## src/rtl/popcount_sequencer.sv

```systemverilog
// Counts the ones in a WIDTH-bit word, one 5-bit slice per cycle, with valid/ready handshakes.
// Define POPCOUNT_SEQ_OUTREG_EN to insert a registered output stage (OSTG) before DONE.
module popcount_sequencer #(
  parameter int WIDTH = 40
) (
  input  logic                         clk,
  input  logic                         rst_n,
  input  logic                         in_valid,
  output logic                         in_ready,
  input  logic [WIDTH-1:0]             in_data,
  output logic                         out_valid,
  input  logic                         out_ready,
  output logic [$clog2(WIDTH+1)-1:0]   out_count,
  output logic                         busy
);

  localparam int NS = WIDTH / 5;
  localparam int CW = $clog2(WIDTH + 1);
  localparam int IW = (NS > 1) ? $clog2(NS) : 1;

  typedef enum logic [1:0] {
    IDLE = 2'd0,
    RUN  = 2'd1,
`ifdef POPCOUNT_SEQ_OUTREG_EN
    OSTG = 2'd2,
`endif
    DONE = 2'd3
  } state_t;

  state_t           state_q, state_d;
  logic [WIDTH-1:0] data_q, data_d;
  logic [CW-1:0]    acc_q, acc_d;
  logic [IW-1:0]    idx_q, idx_d;
  logic [4:0]       slice;
  logic [2:0]       slice_pc;
  logic             last_slice;

  function automatic logic [2:0] pop5(input logic [4:0] s);
    pop5 = {2'b0, s[0]} + {2'b0, s[1]} + {2'b0, s[2]} + {2'b0, s[3]} + {2'b0, s[4]};
  endfunction

  assign slice      = data_q[int'(idx_q)*5 +: 5];
  assign slice_pc   = pop5(slice);
  assign last_slice = (idx_q == IW'(NS - 1));

  always_ff @(posedge clk or negedge rst_n) begin
    if (!rst_n) state_q <= IDLE;
    else        state_q <= state_d;
  end

  always_comb begin
    state_d = state_q;
    case (state_q)
      IDLE: if (in_valid) state_d = RUN;
`ifdef POPCOUNT_SEQ_OUTREG_EN
      RUN:  if (last_slice) state_d = OSTG;
      OSTG: state_d = DONE;
`else
      RUN:  if (last_slice) state_d = DONE;
`endif
      DONE: if (out_ready) state_d = IDLE;
      default: state_d = IDLE;
    endcase
  end

  // Datapath: capture on acceptance, accumulate one slice per RUN cycle.
  always_comb begin
    data_d = data_q;
    acc_d  = acc_q;
    idx_d  = idx_q;
    if (state_q == IDLE && in_valid) begin
      data_d = in_data;
      acc_d  = '0;
      idx_d  = '0;
    end else if (state_q == RUN) begin
      acc_d = acc_q + CW'(slice_pc);
      idx_d = last_slice ? '0 : idx_q + IW'(1);
    end
  end

  always_ff @(posedge clk or negedge rst_n) begin
    if (!rst_n) begin
      data_q <= '0;
      acc_q  <= '0;
      idx_q  <= '0;
    end else begin
      data_q <= data_d;
      acc_q  <= acc_d;
      idx_q  <= idx_d;
    end
  end

`ifdef POPCOUNT_SEQ_OUTREG_EN
  logic [CW-1:0] cnt_q, cnt_d;

  always_comb begin
    cnt_d = cnt_q;
    if (state_q == OSTG) cnt_d = acc_q;
  end

  always_ff @(posedge clk or negedge rst_n) begin
    if (!rst_n) cnt_q <= '0;
    else        cnt_q <= cnt_d;
  end
`endif

  always_comb begin
    in_ready  = (state_q == IDLE);
    out_valid = (state_q == DONE);
    busy      = (state_q != IDLE);
`ifdef POPCOUNT_SEQ_OUTREG_EN
    out_count = cnt_q;
`else
    out_count = acc_q;
`endif
  end

endmodule

```

## config.mk

```make
export PLATFORM = sky130hd
export DESIGN_NAME = popcount_sequencer
export DESIGN_NICKNAME = d
export VERILOG_FILES = /design/src/rtl/popcount_sequencer.sv
export SDC_FILE = /design/constraint.sdc
export NUM_CORES = 1
export LEC_CHECK = 0
export BUFFER_PORTS_ARGS = -buffer_cell sky130_fd_sc_hd__buf_2
export CORE_MARGIN = 10
export CORE_UTILIZATION = 50
export CTS_BUF_LIST = sky130_fd_sc_hd__clkbuf_8
export DETAILED_ROUTE_END_ITERATION = 16
export HOLD_SLACK_MARGIN = 0.05
export PLACE_DENSITY = 0.74
export SLEW_MARGIN = 25
export SYNTH_ARGS = -nofsm -noshare
export SYNTH_HDL_FRONTEND = slang
export SYNTH_SLANG_ARGS = --single-unit
```

## constraint.sdc

```tcl
create_clock -name clk -period 9.5 [get_ports clk]
set_clock_uncertainty 0.15 [all_clocks]
set_input_delay 0.95 -clock clk [delete_from_list [all_inputs] [get_ports clk]]
set_output_delay 0.95 -clock clk [all_outputs]
set_load 0.005 [all_outputs]
```

==> run summary <==
Initial DRC Count: 91
Mapped cell area: 2497 um^2
CTS buffer count: 5
Clock root buffer: clkbuf_8
Initial Utilization: 52.18%
First-pass GRT wire length: 9011 um
Initial antenna violation count: 0
Cts repair resizes: 0
Crit path required time: 9560 ps
PwrDens: 385.0 nW/um^2
Antenna cells: 0
Slew HR: 58.44%
Final ANT Viol Nets: 0
Drt drc: 0
Drt wl/cell: 14.00 um
Synth Area in Simple Gates: 22.65%
Kind of critical path: register to register
Area grow syn2layout: 16.73%
Max incr delay on CP: 720 ps
Most common cell on crit path: fa_1
Post-synthesis compound-gate area fraction: 3.958%
TNS Setup: 0 ps
Routed vias: 1,840
TritonCTS clock tree: done
Yosys warning count: 0
Worst-case hold slack: 319.9 ps
Clk sinks: 51
Post-CTS Hold Fix Bufs: 0
Placed cell area: 2798 um^2
Final hold violations: 0
GP Congestion: 0.8262
Die ar.: 8222 um^2
GRT Overall Usage: 13.28%
Critical path launch point type: register
Total of max-cap violations: 0
Routed WL: 5151 um
Vias in the first global route: 1,962
H-Tree Level Count: 2
Post-route minimum period: 3894 ps
Post-route design area: 2915 um^2
Post-CTS setup buffers: 0
Critical Path Sink Type: register
CP max-delay cell: dfrtp_1
Placed cell count: 360
Period utilization: 40.99%
Hold WC Path Type: register to register
Mapped Cells: 253
Synth top area cells: dfrtp_1 51%, nand2_1 19%, mux4_1 11%, ha_1 3.0%, fa_1 2.4%
Status: complete, no violations
CTS max path bufs: 2
Mapped Avg Cell Area: 9.871 um^2
Lkg Pwr: 1.578 nW
Yosys reg bits: 51
DRT Pass-1 Iters: 4
Non-Filler Instances: 368
Detailed Place HPWL: 3757 um
Critical-path maximum fanout: 13
CP top delay family: adder cells
Die height: 90.68 um
Peak VDD IR: 0.1697 mV
Site Rows: 25
Pin count of the biggest net entering global routing: 52
Count of cell types in the netlist: 31
Syn_nets: 306
DIE WIDTH: 90.68 um
Final Max Tran Viols: 0
Post-synth top area share: 51.10%
Worst-path cell chain: mux4_1 > mux2i_1 > fa_1 > inv_1 > fa_1 > ha_1 > fa_1 > a21o_1 > a31o_2 > o21a_1
Worst-Margin Slew: 623.4 ps
Worst skew pair latency: 300 ps
Sequential share of the synthesized area: 51.10%
Unrepaired setup endpoints after global routing: false
Multiplexer share of the synthesized area: 13.08%
Vias per cell: 5.000
Nets@finish: 353
Number of port buffers: 52
Overflow after GRT: 0
Final Setup Violations: 0
Largest family of logic cells by synthesized area: simple AND/OR/NAND/NOR gates
Adder and majority gate portion of the synthesized area: 5.411%
CP Buf/Inv Count: 1
Worst path arrival time: 3950 ps
Layout cells sized above 1: 22.59%
Core area: 4786 um^2
XOR/XNOR Fraction of Synth Area: 0.3507%
Io pins: 53
FMAX: 0.2568 GHz
Clock transition at the registers of the reported paths: 90 ps
Area leader, netlist: dfrtp_1
-- stage by stage --
step                      power (mW)  util (%)  setup WS (ps)
after floorplan               0.8324         -           5934
after global placement        0.9383     58.41           5677
after detailed placement      0.9791     58.46           5596
after CTS                      1.137     60.92           5589
after global routing           1.239     60.92           5463
final                          1.122     60.92           5606
-- logic make-up (layout without fill, tap and decap cells) --
kind of cell	Yosys count	in the layout
mux	16	16
fa+ha+maj	9	9
buf+inv	19	67
flops	51	51
simple gates	142	142
xor+xnor	1	1
compound gates	15	15
-- cells in the mapped netlist (all sizes together) --
cell    instances
inv             5
nand2b          1
ha              6
o41ai           1
dfrtp          51
or2             1
a211oi          1
mux4           10
nor2            1
nor2b           1
o21a            1
or3b            1
nor3b           1
nor4            1
a21o            1
o21ai           3
mux2            3
nand3           5
mux2i           3
clkbuf          6
o311ai          1
fa              3
o31ai           2
xnor2           1
and2            1
a31o            1
a21oi           4
buf             8
nand2         129
-- path summary, 6_finish.rpt --
kind / start / endpoint / slack, ps / cells after the start
worst max-delay path: idx_q[0] / out_count[4] / 5610 / 10
worst min register to register: data_q[22] / data_q[22] / 320 / 2
max in group asynchronous: rst_n / idx_q[2] / 8270 / 1
worst min-delay path: data_q[22] / data_q[22] / 320 / 2
min in group asynchronous: rst_n / out_count[1] / 500 / 1
worst max register to register: idx_q[0] / out_count[4] / 5610 / 10
-- state kept, by name (all words and copies together) (netlist names) --
name,cells
state_q,2
data_q,40
out_count,6
idx_q,3
-- final cells by class --
cell class	instances	area, um^2
multi-input combinational	183	1141
timing repair buffer	54	277.8
inverter	5	18.77
tap	67	83.83
clock inverter	2	35.03
sequential	51	1276
fill	435	1871
clock buffer	6	82.58
-- power breakdown --
part | internal, mW | total (mW) | leakage [nW] | switching (mW)
Combinational | 0.273 | 0.557 | 0.885 | 0.283
Sequential | 0.325 | 0.411 | 0.632 | 0.0861
Clock | 0.0852 | 0.155 | 0.0612 | 0.0693
Total | 0.683 | 1.12 | 1.58 | 0.439
-- worst register-to-register path, delay by kind of cell, from the launching register on --
family | cells | cell delay (ps)
adders and majority gates | 4 | 1480
muxes | 2 | 820
DFF | 1 | 720
AOI/OAI and AO/OA | 3 | 520
buffers and inverters | 1 | 90
-- placed cells by master, fill, tap and decap left out, types with 2 or more instances in the layout --
cell      netlist  layout
a21oi_1         4       4
buf_2           6      51
buf_4           0       3
clkbuf_8        0       6
dfrtp_1        51      51
fa_1            3       3
ha_1            6       6
inv_1           5       5
mux2_2          3       3
mux2i_1         3       3
mux4_1         10      10
nand2_1       129     129
nand3_1         5       5
o21ai_0         3       3
o31ai_1         2       2
-- metal layers --
layer  vias up  part of all wire (%)  wire [um]  global-route usage, %
met1       862                    46       2360                  15.59
met5         -                     0          0                      0
met3         9                   5.1        262                  3.990
met4         0                   1.5         77                  5.438
met2        42                    48       2451                  22.06
li1        927                     -          -                      -
(Power assumes the default switching activity.)
